[src/rtl/uart_ctrl_pkg.sv]
// Shared definitions for the uart_ctrl peripheral: TX FSM states, CON bit map,
// register offsets and the transmitter start timeout.
package uart_ctrl_pkg;

    typedef enum logic [1:0] {
        ST_IDLE,
        ST_LOAD,
        ST_WAIT_BUSY,
        ST_WAIT_END
    } tx_state_t;

    localparam int unsigned CON_TX_IE      = 0;
    localparam int unsigned CON_RX_IE      = 1;
    localparam int unsigned CON_TX_DONE    = 2;
    localparam int unsigned CON_RX_VALID   = 3;
    localparam int unsigned CON_FIFO_FULL  = 4;
    localparam int unsigned CON_FIFO_EMPTY = 5;
    localparam int unsigned CON_TX_OVF     = 6;
    localparam int unsigned CON_RX_OVR     = 7;
    localparam int unsigned CON_TX_ERR     = 8;
    localparam int unsigned CON_BUSY       = 9;
    localparam int unsigned CON_LB         = 10;

    localparam logic [31:0] OFS_TXD = 32'd0;
    localparam logic [31:0] OFS_RXD = 32'd4;
    localparam logic [31:0] OFS_CON = 32'd8;

    localparam int unsigned TX_TIMEOUT = 16;

endpackage

[src/rtl/uart_tx_fifo.sv]
// Synchronous byte FIFO feeding the UART transmitter; DEPTH must be a power of two
// so the pointers wrap naturally. Callers only pop when non-empty.
module uart_tx_fifo #(
    parameter int unsigned DEPTH = 4
) (
    input  logic                     clk,
    input  logic                     rst,
    input  logic                     push,
    input  logic [7:0]               din,
    input  logic                     pop,
    output logic [7:0]               dout,
    output logic                     full,
    output logic                     empty,
    output logic [$clog2(DEPTH):0]   count
);
    localparam int unsigned AW = $clog2(DEPTH);
    localparam logic [AW:0] DEPTH_C = (AW+1)'(DEPTH);

    logic [7:0]    mem [DEPTH];
    logic [AW-1:0] wr_ptr;
    logic [AW-1:0] rd_ptr;

    always_ff @(posedge clk) begin
        if (push) begin
            mem[wr_ptr] <= din;
        end
    end

    always_ff @(posedge clk or posedge rst) begin
        if (rst) begin
            wr_ptr <= '0;
            rd_ptr <= '0;
            count  <= '0;
        end else begin
            if (push) wr_ptr <= wr_ptr + 1'b1;
            if (pop)  rd_ptr <= rd_ptr + 1'b1;
            case ({push, pop})
                2'b10:   count <= count + 1'b1;
                2'b01:   count <= count - 1'b1;
                default: count <= count;
            endcase
        end
    end

    assign dout  = mem[rd_ptr];
    assign full  = (count == DEPTH_C);
    assign empty = (count == '0);

endmodule

[src/rtl/uart_ctrl.sv]
// Memory-mapped UART controller: TX FIFO + start/handshake FSM, RX capture, CON flags, irq.
// Optional loopback of transmitted bytes into RX is enabled by `define UART_CTRL_LOOPBACK_EN.
module uart_ctrl
    import uart_ctrl_pkg::*;
#(
    parameter int unsigned TX_DEPTH  = 4,
    parameter logic [31:0] BASE_ADDR = 32'h40000018
) (
    input  logic        clk,
    input  logic        rst,
    input  logic [31:0] addr,
    input  logic        rd,
    input  logic        wr,
    input  logic [31:0] wdata,
    output logic [31:0] rdata,
    output logic        irq,
    output logic        tx_en,
    output logic [7:0]  tx_data,
    input  logic        tx_status,
    input  logic        tx_end,
    input  logic [7:0]  rx_data,
    input  logic        rx_status
);
    localparam int unsigned CW   = $clog2(TX_DEPTH) + 1;
    localparam int unsigned TO_W = $clog2(TX_TIMEOUT);
    localparam logic [TO_W-1:0] TO_MAX = TO_W'(TX_TIMEOUT - 1);

    tx_state_t       state, state_n;
    logic [TO_W-1:0] to_cnt;
    logic [7:0]      fifo_dout;
    logic            fifo_full, fifo_empty, fifo_push, fifo_pop;
    logic [CW-1:0]   fifo_count;
    logic            tx_ie, rx_ie, tx_done, rx_valid, tx_ovf, rx_ovr, tx_err;
    logic [7:0]      rx_reg;
    logic            rx_evt, lb_bit;
    logic [7:0]      rx_byte;
    logic [31:0]     con_val;

    wire sel_txd = (addr == BASE_ADDR + OFS_TXD);
    wire sel_rxd = (addr == BASE_ADDR + OFS_RXD);
    wire sel_con = (addr == BASE_ADDR + OFS_CON);
    wire wr_txd  = wr & sel_txd;
    wire wr_con  = wr & sel_con;
    wire rd_rxd  = rd & sel_rxd;
    wire rd_con  = rd & sel_con;

    // A pop in the same cycle frees a slot, so a write to a full FIFO is still accepted.
    assign fifo_pop  = (state == ST_LOAD);
    assign fifo_push = wr_txd & (~fifo_full | fifo_pop);
    wire ovf_evt     = wr_txd & fifo_full & ~fifo_pop;
    wire timeout_evt = (state == ST_WAIT_BUSY) & tx_status & (to_cnt == TO_MAX);
    wire done_evt    = (state == ST_WAIT_END) & tx_end;

    uart_tx_fifo #(.DEPTH(TX_DEPTH)) u_fifo (
        .clk   (clk),
        .rst   (rst),
        .push  (fifo_push),
        .din   (wdata[7:0]),
        .pop   (fifo_pop),
        .dout  (fifo_dout),
        .full  (fifo_full),
        .empty (fifo_empty),
        .count (fifo_count)
    );

    always_ff @(posedge clk or posedge rst) begin
        if (rst) state <= ST_IDLE;
        else     state <= state_n;
    end

    always_comb begin
        state_n = state;
        case (state)
            ST_IDLE:      if (!fifo_empty && tx_status) state_n = ST_LOAD;
            ST_LOAD:      state_n = ST_WAIT_BUSY;
            ST_WAIT_BUSY: if (!tx_status) state_n = ST_WAIT_END;
                          else if (to_cnt == TO_MAX) state_n = ST_IDLE;
            ST_WAIT_END:  if (tx_end) state_n = ST_IDLE;
            default:      state_n = ST_IDLE;
        endcase
    end

    // tx_en is registered alongside tx_data so the byte is stable for the whole pulse.
    always_ff @(posedge clk or posedge rst) begin
        if (rst) begin
            to_cnt  <= '0;
            tx_en   <= 1'b0;
            tx_data <= '0;
        end else begin
            to_cnt <= (state == ST_WAIT_BUSY) ? to_cnt + 1'b1 : '0;
            tx_en  <= (state == ST_LOAD);
            if (state == ST_LOAD) tx_data <= fifo_dout;
        end
    end

`ifdef UART_CTRL_LOOPBACK_EN
    logic lb;
    always_ff @(posedge clk or posedge rst) begin
        if (rst)         lb <= 1'b0;
        else if (wr_con) lb <= wdata[CON_LB];
    end
    assign lb_bit  = lb;
    assign rx_evt  = lb ? tx_end  : rx_status;
    assign rx_byte = lb ? tx_data : rx_data;
    logic unused_wdata;
    assign unused_wdata = ^{wdata[31:11], wdata[9:8]};
`else
    assign lb_bit  = 1'b0;
    assign rx_evt  = rx_status;
    assign rx_byte = rx_data;
    logic unused_wdata;
    assign unused_wdata = ^{wdata[31:8]};
`endif

    // Set events take priority over the read-to-clear of the sticky flags.
    always_ff @(posedge clk or posedge rst) begin
        if (rst) begin
            tx_ie    <= 1'b0;
            rx_ie    <= 1'b0;
            tx_done  <= 1'b0;
            tx_ovf   <= 1'b0;
            tx_err   <= 1'b0;
            rx_ovr   <= 1'b0;
            rx_valid <= 1'b0;
            rx_reg   <= '0;
            irq      <= 1'b0;
        end else begin
            if (wr_con) begin
                tx_ie <= wdata[CON_TX_IE];
                rx_ie <= wdata[CON_RX_IE];
            end
            if (done_evt)    tx_done <= 1'b1;
            else if (rd_con) tx_done <= 1'b0;
            if (ovf_evt)     tx_ovf <= 1'b1;
            else if (rd_con) tx_ovf <= 1'b0;
            if (timeout_evt) tx_err <= 1'b1;
            else if (rd_con) tx_err <= 1'b0;
            if (rx_evt && rx_valid && !rd_rxd) rx_ovr <= 1'b1;
            else if (rd_con)                   rx_ovr <= 1'b0;
            if (rx_evt)      rx_valid <= 1'b1;
            else if (rd_rxd) rx_valid <= 1'b0;
            if (rx_evt)      rx_reg <= rx_byte;
            irq <= (tx_ie & tx_done) | (rx_ie & rx_valid);
        end
    end

    always_comb begin
        con_val                 = '0;
        con_val[CON_TX_IE]      = tx_ie;
        con_val[CON_RX_IE]      = rx_ie;
        con_val[CON_TX_DONE]    = tx_done;
        con_val[CON_RX_VALID]   = rx_valid;
        con_val[CON_FIFO_FULL]  = fifo_full;
        con_val[CON_FIFO_EMPTY] = fifo_empty;
        con_val[CON_TX_OVF]     = tx_ovf;
        con_val[CON_RX_OVR]     = rx_ovr;
        con_val[CON_TX_ERR]     = tx_err;
        con_val[CON_BUSY]       = (state != ST_IDLE);
        con_val[CON_LB]         = lb_bit;
    end

    always_comb begin
        rdata = '0;
        if (rd) begin
            if (sel_txd)      rdata = 32'(fifo_count);
            else if (sel_rxd) rdata = {24'b0, rx_reg};
            else if (sel_con) rdata = con_val;
        end
    end

endmodule

[config.mk]
export PLATFORM = sky130hd
export DESIGN_NAME = uart_ctrl
export DESIGN_NICKNAME = d
export VERILOG_FILES = /design/src/rtl/uart_ctrl_pkg.sv /design/src/rtl/uart_tx_fifo.sv /design/src/rtl/uart_ctrl.sv
export SDC_FILE = /design/constraint.sdc
export NUM_CORES = 1
export LEC_CHECK = 0
export CORE_MARGIN = 1
export CORE_UTILIZATION = 40
export CTS_CLUSTER_SIZE = 20
export DETAILED_ROUTE_END_ITERATION = 10
export GPL_TIMING_DRIVEN = 0
export PLACE_DENSITY = 0.73
export SETUP_SLACK_MARGIN = 0.5
export SLEW_MARGIN = 30
export SYNTH_ARGS = -nofsm -noshare
export SYNTH_HDL_FRONTEND = slang
export SYNTH_SLANG_ARGS = --single-unit
[constraint.sdc]
create_clock -name clk -period 3.2 [get_ports clk]
set_input_delay 0.32 -clock clk [delete_from_list [all_inputs] [get_ports clk]]
set_output_delay 0.32 -clock clk [all_outputs]
set_load 0.05 [all_outputs]
After elaboration in Yosys (flattened, before gate mapping)
Memories as Yosys holds them, arrays and structs flattened. A register that Yosys moved wholly into a read port is not among the register bits.
Cells that the tools add are included.
- register bits after elaboration: 30
- bits in writable memories: 32
- input bits: 79
- output and inout port bits: 42
- logic and storage cells: 85
- memories kept: 1
- memory list (memory ; depth ; width ; read ports ; clocked after Yosys merged registers in ; wr ports ; line ; text):
    u_fifo.mem ; 4 ; 8 ; 1 ; 1 ; 1 ; uart_tx_fifo.sv:19 ; logic [7:0] mem [DEPTH];
- add/subtract/negate cells: 5
- eq/ne operators: 13
- mux-type cells: 20
- bitwise gates (word level): 16
- reductions and logical operators: 15
- operators with widths (operator ; count):
    equality test 32 x 31 -> 1 bit (second input constant) ; 3
    2-to-1 mux 10 bit ; 4
    nonzero test 2 bit ; 7
    AND 1 bit ; 12
    2-to-1 mux 1 bit ; 9
    2-to-1 mux 2 bit ; 4
    case mux 2 bit (4 select lines) ; 1
    equality test 2 bit (second input constant) ; 3
    case mux 3 bit (2 select lines) ; 1
    adder 2 x 1 -> 2 bit (second input constant) ; 2
    adder 4 x 1 -> 4 bit (second input constant) ; 1
    equality test 2 x 1 -> 1 bit (second input constant) ; 2
    equality test 4 bit (second input constant) ; 1
    2-to-1 mux 4 bit ; 1
    != test 2 bit (second input constant) ; 2
    adder 3 x 1 -> 3 bit (second input constant) ; 1
    equality test 3 bit (second input constant) ; 1
    logical AND 1 bit ; 3
    logical NOT 3 bit ; 1
    != test 3 x 2 -> 1 bit (second input constant) ; 1
    AND reduction 3 bit ; 1
    subtractor 3 x 1 -> 3 bit (second input constant) ; 1
    logical NOT 1 bit ; 2
    logical NOT 2 bit ; 1
    other kinds (2) ; 4

Depth between registers and ports, before layout
Gate-level depths: netlist of run 1.
- depth after elaboration: 6
- gate-level depth with buffers: 11
- depth with buffers taken out: 10

Modules after synthesis
Synthesis of run 1 repeated with hierarchy kept, for this count alone.
- cells, all modules: 254
- area, all modules: 3274.4 µm²
- modules (own cells, without submodules) (module ; instances ; cells an instance ; area each (µm²) ; sequential area each (µm²)):
    uart_ctrl ; 1 ; 175 ; 1717.9 ; 775.7
    uart_tx_fifo ; 1 ; 79 ; 1556.5 ; 1136.1

Worst setup path before layout of run 1
OpenSTA, ideal clock, no wires.
- path type: input port to output port
- from: input addr[19]
- to: output rdata[2]
- arrival time: 2.448 ns
- data required time: 2.880 ns
- slack: 0.432 ns
- stages on the path: 5
- path buffers: 1
- cell sequence: nor4_1 > nand4_1 > or2_1 > buf_6 > a211oi_1
- word-level cells in the longest chain between the ends: 5
- elaborated cells on any way between the ends: 7
- classes of those cells: eq/ne (3); mux (4)
- RTL lines (element ; line ; text):
    start: declaration ; uart_ctrl.sv:11 ; input logic [31:0] addr,
    equality test 32 x 31 -> 1 bit ; uart_ctrl.sv:41 ; wire sel_con = (addr == BASE_ADDR + OFS_CON);
    2-to-1 mux 10 bit ; uart_ctrl.sv:167 ; else if (sel_con) rdata = con_val;
    2-to-1 mux 10 bit ; uart_ctrl.sv:166 ; else if (sel_rxd) rdata = {24'b0, rx_reg};
    2-to-1 mux 10 bit (*) ; uart_ctrl.sv:165 ; if (sel_txd) rdata = 32'(fifo_count);
    2-to-1 mux 10 bit (*) ; uart_ctrl.sv:164 ; if (rd) begin
    end: declaration ; uart_ctrl.sv:15 ; output logic [31:0] rdata,
Every way passes the cells marked *; elsewhere a longest branch is shown, timed or not.

Worst setup path after layout of run 1
- from: input addr[27]
- to: output rdata[0]
The elaborated chain is that of the path after synthesis.

==> summary.txt, run 1 <==
Status = complete, no violations
GRT Total Usage = 15.5%
Site Rows = 32
Register Area = 1910 µm²
WHS = 0.220 ns
TritonRoute pass-1 iters = 4
Worst Clk Skew = 0.00411 ns
CTS tree = done
Fill cells = 659
Starting density of the core = 41.9%
Synth unique cells = 49
P&R area growth vs syn = 36.6%
Slew of the pin with the lowest slew margin = 0.621 ns
Max Freq = 383 MHz
Clock slew at reported path FFs = 0.07 ns
DP HPWL = 4610 µm
Worst Path Required = 2.88 ns
Final Hold Vio Count = 0
Inst Count DP = 433
Total power divided by cell area = 608 nW/µm²
Total die area = 8590 µm²
Largest net degree at the start of global routing = 29
Share of layout cells above drive strength 1 = 28.8%
Flops & latches, synth = 70
IO buf count = 73
Max stage delay cell, worst path = clkdlybuf4s50_1
Mapped Avg Cell Area = 13.9 µm²
ANT cells = 0
Area of the multi-input gates = 1270 µm²
DR DRC count = 0
Layout Nets = 432
Vias per inst = 4.81
Total wire length = 6120 µm
Power, Total = 2730 µW
Commonest non-fill, non-tap cell in the layout = clkdlybuf4s50_1
Total grt overflow = 0
Number of max-cap violations = 0
Cts bufs inserted = 9
Arrival @ worst endpoint = 2.29 ns
Post-synth EDFFs = 32
Critical path class = in -> out
Final non-filler cell total = 453
Placer congestion estimate = 0.798
Number of flip-flops in the largest register = 32
CP max stage delay = 0.45 ns
Sink Count = 70
Setup TNS = 0 ns
Seq/Total Area, Yosys = 58.1%
Post-route antenna net violation count = 0
Startpoint types = input port
Slew Limit Headroom = 58.5%
Die W = 92.7 µm
Hold_buf cts = 0
Count of final max-slew check failures = 0
Synthesized cell area = 3290 µm²
RSZ-0062 raised after global routing = false
Tcrit/Tclk final = 81.5%
CP Cell Sequence = clkdlybuf4s50_1, nor4_4, nand4_1, or2_1, buf_6, a221oi_2, buf_2
Core area = 7850 µm²
CP Capture Type = output port
Vias = 2179
Clock latency on the worst-skew pair = 0.34 ns
CTS H-tree lvls = 3
I/O Pins = 121
First-pass GRT wire length = 9910 µm
Peak supply drop = 0.000253 V
Number of global-route vias before repair = 2101
FFs w/ async S/R, synth = 54.3%
DR WL/cell = 13.5 µm
DR iter-0 viols = 90
Cell count after synthesis = 236
Ys Warns = 0
Leak = 0.00184 µW
Worst Hold Class = in -> async
Bufs on Longest Clock Path = 2
Root buf cell = clkbuf_8
Top_reg_cell synth = dfrtp_1
Final setup fails = 0
Commonest cells after routing, fill and taps aside = clkdlybuf4s50_1 (63), dfrtp_1 (38), edfxtp_1 (32)
Final Critical Period = 2.61 ns
Die height = 92.7 µm
Initial antenna violation count = 0
Crit-path max FO = 9
==> synth_stat cells (all sizes together), types with 2 or more instances <==
cell / count / area [µm²]
mux2: 19 / 214
a21oi: 2 / 10.0
dfrtp: 38 / 951
and2: 4 / 25.0
nor4b: 2 / 30.0
buf: 26 / 191
nor4: 7 / 77.6
nand3: 3 / 15.0
ha: 6 / 75.1
nor2: 9 / 33.8
clkbuf: 3 / 11.3
inv: 16 / 60.1
xor2: 4 / 35.0
a22oi: 2 / 15.0
nor3: 10 / 60.1
a221oi: 2 / 30.0
nand4: 4 / 31.3
a32oi: 2 / 17.5
o21ai: 5 / 25.0
nand2: 8 / 30.0
mux4: 8 / 180
xnor2: 4 / 35.0
edfxtp: 32 / 961
o22ai: 2 / 12.5
==> power breakdown <==
part / internal [µW] / total, µW / leakage (µW) / switching [µW]
registers: 1070 / 1140 / 0.000732 / 77.6
clock network: 298 / 626 / 0.0000873 / 328
logic: 426 / 964 / 0.00102 / 538
==> critical path: cells and delay by family <==
family | cells | cell delay (ns)
buffers and inverters | 3 | 0.91
AND/OR/NAND/NOR | 3 | 0.85
AO/OA/AOI/OAI | 1 | 0.21
==> per-stage QoR <==
| step | worst slack [ns] | instance area (µm²) | util [%] |
|---|---|---|---|
| after floorplan | 0.496 | 3370 | - |
| after global placement | -0.0714 | 4230 | 53.9 |
| after detailed placement | -0.0888 | 4250 | 54.2 |
| after CTS | 0.480 | 4430 | 56.5 |
| after global routing | 0.473 | 4490 | 57.2 |
| final | 0.591 | 4490 | 57.2 |
==> cells by family (layout without fill, tap and decap cells) <==
kind of cell               Yosys count  count (layout)  synth area share (%)
muxes                               28              28                  12.3
AOI/OAI and AO/OA                   23              23                  5.25
xor gates and xnor gates             8               8                  2.13
and+or+nand+nor                     54              54                  11.2
other                                1              22                 0.114
buffers and inverters               45             139                  7.99
adders and majority gates            7               7                  2.89
DFF                                 70              70                  58.1
==> final timing paths <==
kind                                 startpoint               to  slack, ns  cells past startpoint
max in group asynchronous                   rst           tx_ovf       2.55                      3
worst max register to register  u_fifo.count[0]  u_fifo.count[2]       0.75                     10
worst min-delay path                        rst       tx_data[2]       0.22                      2
worst max-delay path                   addr[27]         rdata[0]       0.59                      7
worst min register to register        to_cnt[0]        to_cnt[0]       0.47                      1
min in group clk                      rx_status           rx_ovr       0.43                      3
==> timing repair <==
action,4_1_cts,5_1_grt
setup endpoints to repair,10,12
pin swaps,0,3
gates resized for setup,50,20
gates cloned,0,0
setup buffers,0,4
==> layout make-up <==
cell class / count / area share (%)
well taps: 102 / 2.84
repair buffers: 78 / 16.6
inverters: 16 / 1.34
plain buffers: 29 / 4.51
flip-flops and latches: 70 / 42.6
multi-input cells: 142 / 28.2
clock inverters: 6 / 0.836
clock buffers: 10 / 3.06
==> metal layers <==
| layer | vias up | part of all wire (%) | GRT usage (%) | routed length, µm |
|---|---|---|---|---|
| met2 | 68 | 51 | 25.5 | 3130 |
| li1 | 1045 | - | - | - |
| met4 | 0 | 1.7 | 6.54 | 103 |
| met3 | 10 | 5.1 | 5.01 | 312 |
| met1 | 1056 | 42 | 18.6 | 2570 |
| met5 | - | 0 | 0 | 0 |
Note: power is estimated with default switching activity, not from simulation.
==> run 2, diff against run 1 <==
PLACE_DENSITY = 0.76   (was 0.73)
clock period = 2.4 ns   (was 3.2 ns; I/O delays follow)
==> summary.txt, run 2 (same netlist as run 1, synthesis figures left out) <==
Register share of total power = 40.0% (was 41.8%)
DP HPWL = 4710 µm (was 4610 µm)
TritonRoute pass-1 iters = 4 (unchanged)
Initial antenna violation count = 0 (unchanged)
Slew Limit Headroom = 61.6% (was 58.5%)
Worst Path Required = 2.67 ns (was 2.88 ns)
CTS tree = done (unchanged)
Layout Nets = 449 (was 432)
I/O Pins = 121 (unchanged)
Largest delay share family, worst path = simple AND/OR/NAND/NOR gates (was buffers and inverters)
Crit-path max FO = 2 (was 9)
Number of global-route vias before repair = 2358 (was 2101)
Worst Clk Skew = 0.00703 ns (was 0.00411 ns)
Site Rows = 32 (unchanged)
Status = complete, no violations (unchanged)
Critical path class = reg -> reg (was in -> out)
Commonest non-fill, non-tap cell in the layout = buf_4 (was clkdlybuf4s50_1)
Int Pwr = 2440 µW (was 1790 µW)
RSZ-0062 raised after global routing = true (was false)
Total wire length = 7090 µm (was 6120 µm)
CP most frequent cell = xor2_1
CP Cell Sequence = or3b_4, o21ai_4, nor3_4, inv_1, ha_2, inv_2, fa_2, xor2_1, nor2_1, xor2_1 (was clkdlybuf4s50_1, nor4_4, nand4_1, or2_1, buf_6, a221oi_2, buf_2)
Root buf cell = clkbuf_8 (unchanged)
Bufs on Longest Clock Path = 2 (unchanged)
GRT Total Usage = 17.8% (was 15.5%)
Vias = 2311 (was 2179)
Tcrit/Tclk final = 91.7%
P&R area growth vs syn = 45.7% (was 36.6%)
CTS H-tree lvls = 3 (unchanged)
NetSw = 1350 µW (was 944 µW)
Core area = 7850 µm² (unchanged)
IO buf count = 73 (unchanged)
Sw Ratio = 35.7% (was 34.5%)
ANT cells = 0 (unchanged)
Startpoint types = register (was input port)
Final Critical Period = 2.20 ns
DR iter-0 viols = 116 (was 90)
CP Capture Type = register (was output port)
Worst Hold Class = in -> async (unchanged)
Final Core Density = 61.1% (was 57.2%)
Final setup fails = 0 (unchanged)
DR DRC count = 0 (unchanged)
CP bufs+invs = 2 (was 3)
Sink Count = 70 (unchanged)
Peak supply drop = 0.000328 V (was 0.000253 V)
Final Hold Vio Count = 0 (unchanged)
Commonest cells after routing, fill and taps aside = buf_4 (42), dfrtp_1 (38), edfxtp_1 (32) (was clkdlybuf4s50_1 (63), dfrtp_1 (38), edfxtp_1 (32))
Clk pwr share = 21.3% (was 22.9%)
Register Area = 1910 µm² (unchanged)
Placer congestion estimate = 0.757 (was 0.798)
Largest net degree at the start of global routing = 22 (was 29)
Max stage delay cell, worst path = or3b_4 (was clkdlybuf4s50_1)
Leak = 0.00201 µW (was 0.00184 µW)
Area of the multi-input gates = 1440 µm² (was 1270 µm²)
Total power divided by cell area = 791 nW/µm² (was 608 nW/µm²)
Die height = 92.7 µm (unchanged)
Vias per inst = 4.92 (was 4.81)
Number of flip-flops in the largest register = 32 (unchanged)
Die W = 92.7 µm (unchanged)
Comb pwr share = 38.7% (was 35.3%)
Post-route antenna net violation count = 0 (unchanged)
First-pass GRT wire length = 11400 µm (was 9910 µm)
Starting density of the core = 41.9% (unchanged)
Share of layout cells above drive strength 1 = 44.3% (was 28.8%)
Number of max-cap violations = 0 (unchanged)
DR WL/cell = 15.1 µm (was 13.5 µm)
CP max stage delay = 0.43 ns (was 0.45 ns)
Total grt overflow = 0 (unchanged)
Total die area = 8590 µm² (unchanged)
Arrival @ worst endpoint = 2.47 ns (was 2.29 ns)
Count of final max-slew check failures = 0 (unchanged)
Clock slew at reported path FFs = 0.07 ns (about the same)
Fill cells = 604 (was 659)
Clock latency on the worst-skew pair = 0.35 ns (was 0.34 ns)
Slew of the pin with the lowest slew margin = 0.575 ns (was 0.621 ns)
Max Freq = 454 MHz
Cts bufs inserted = 9 (unchanged)
Power, Total = 3790 µW (was 2730 µW)
WHS = 0.204 ns (was 0.220 ns)
run 2: cell count changes in the layout (fill, tap and decap cells not counted), sizes merged:
cell | previous run | this run
buf | 39 | 79
clkdlybuf4s50 | 63 | 30
clkdlybuf4s15 | 1 | 8
clkinv | 5 | 7
dlygate4sd2 | 0 | 2
clkinvlp | 1 | 0
run 2: final cells by class:
class                           instances  share of cell area [%]
Clock buffer                            9                    2.58
Inverter                               16                    1.25
Buffer                                 29                    4.67
Timing Repair Buffer                   95                    18.1
Sequential cell                        70                    39.9
Tap cell                              102                    2.66
Clock inverter                          7                   0.861
Multi-Input combinational cell        142                    30.0
run 2: power groups by stage:
stage	Combinational [µW]	Clock, µW	Sequential [µW]
floorplan	679	0	1790
global placement	1280	0	1550
detailed placement	1320	0	1550
CTS	1410	815	1520
global route	1560	860	1540
finish	1470	807	1520
run 2: path summary, 6_finish.rpt:
path / startpoint / end / slack [ns] / cells after the start
setup reg to reg: u_fifo.count[1] / u_fifo.count[2] / 0.20 / 10
min in group clk: addr[2] / rx_valid / 0.36 / 4
hold / removal: rst / tx_data[5] / 0.20 / 2
setup / recovery: u_fifo.count[1] / u_fifo.count[2] / 0.20 / 10
hold reg to reg: to_cnt[0] / to_cnt[0] / 0.46 / 1
max in group asynchronous: rst / u_fifo.wr_ptr[1] / 1.74 / 3
run 2: metal layers:
metal	up-vias	wire [µm]	GRT usage, %
met3	13	469	3.53
met4	0	148	8.46
li1	1078	-	-
met2	102	3720	30.7
met5	-	0	0
met1	1118	2750	21.3
run 2: worst reg2reg max path: stages, from the launching register on:
cell and delay, ns:
dfrtp_1 0.38, or3b_4 0.43, o21ai_4 0.18, nor3_4 0.05, inv_1 0.07, ha_2 0.19
inv_2 0.04, fa_2 0.33, xor2_1 0.15, nor2_1 0.13, xor2_1 0.17
run 2: stage by stage:
stage	setup WS, ns	std cells	setup TNS (ns)	cell area, µm²
floorplan	0.323	257	0	3500
global placement	-0.718	432	-12.14	4350
detailed placement	-0.712	433	-12.43	4380
CTS	0.190	465	0	4720
global route	0.126	470	0	4790
finish	0.198	470	0	4790
run 2: what timing repair did:
action | 4_1_cts | 5_1_grt
resized for setup | 196 | 21
setup endpoints to repair | 45 | 36
hold buffers | 0 | 0
pin swaps | 21 | 10
gates cloned | 1 | 0
buffers inserted | 15 | 5
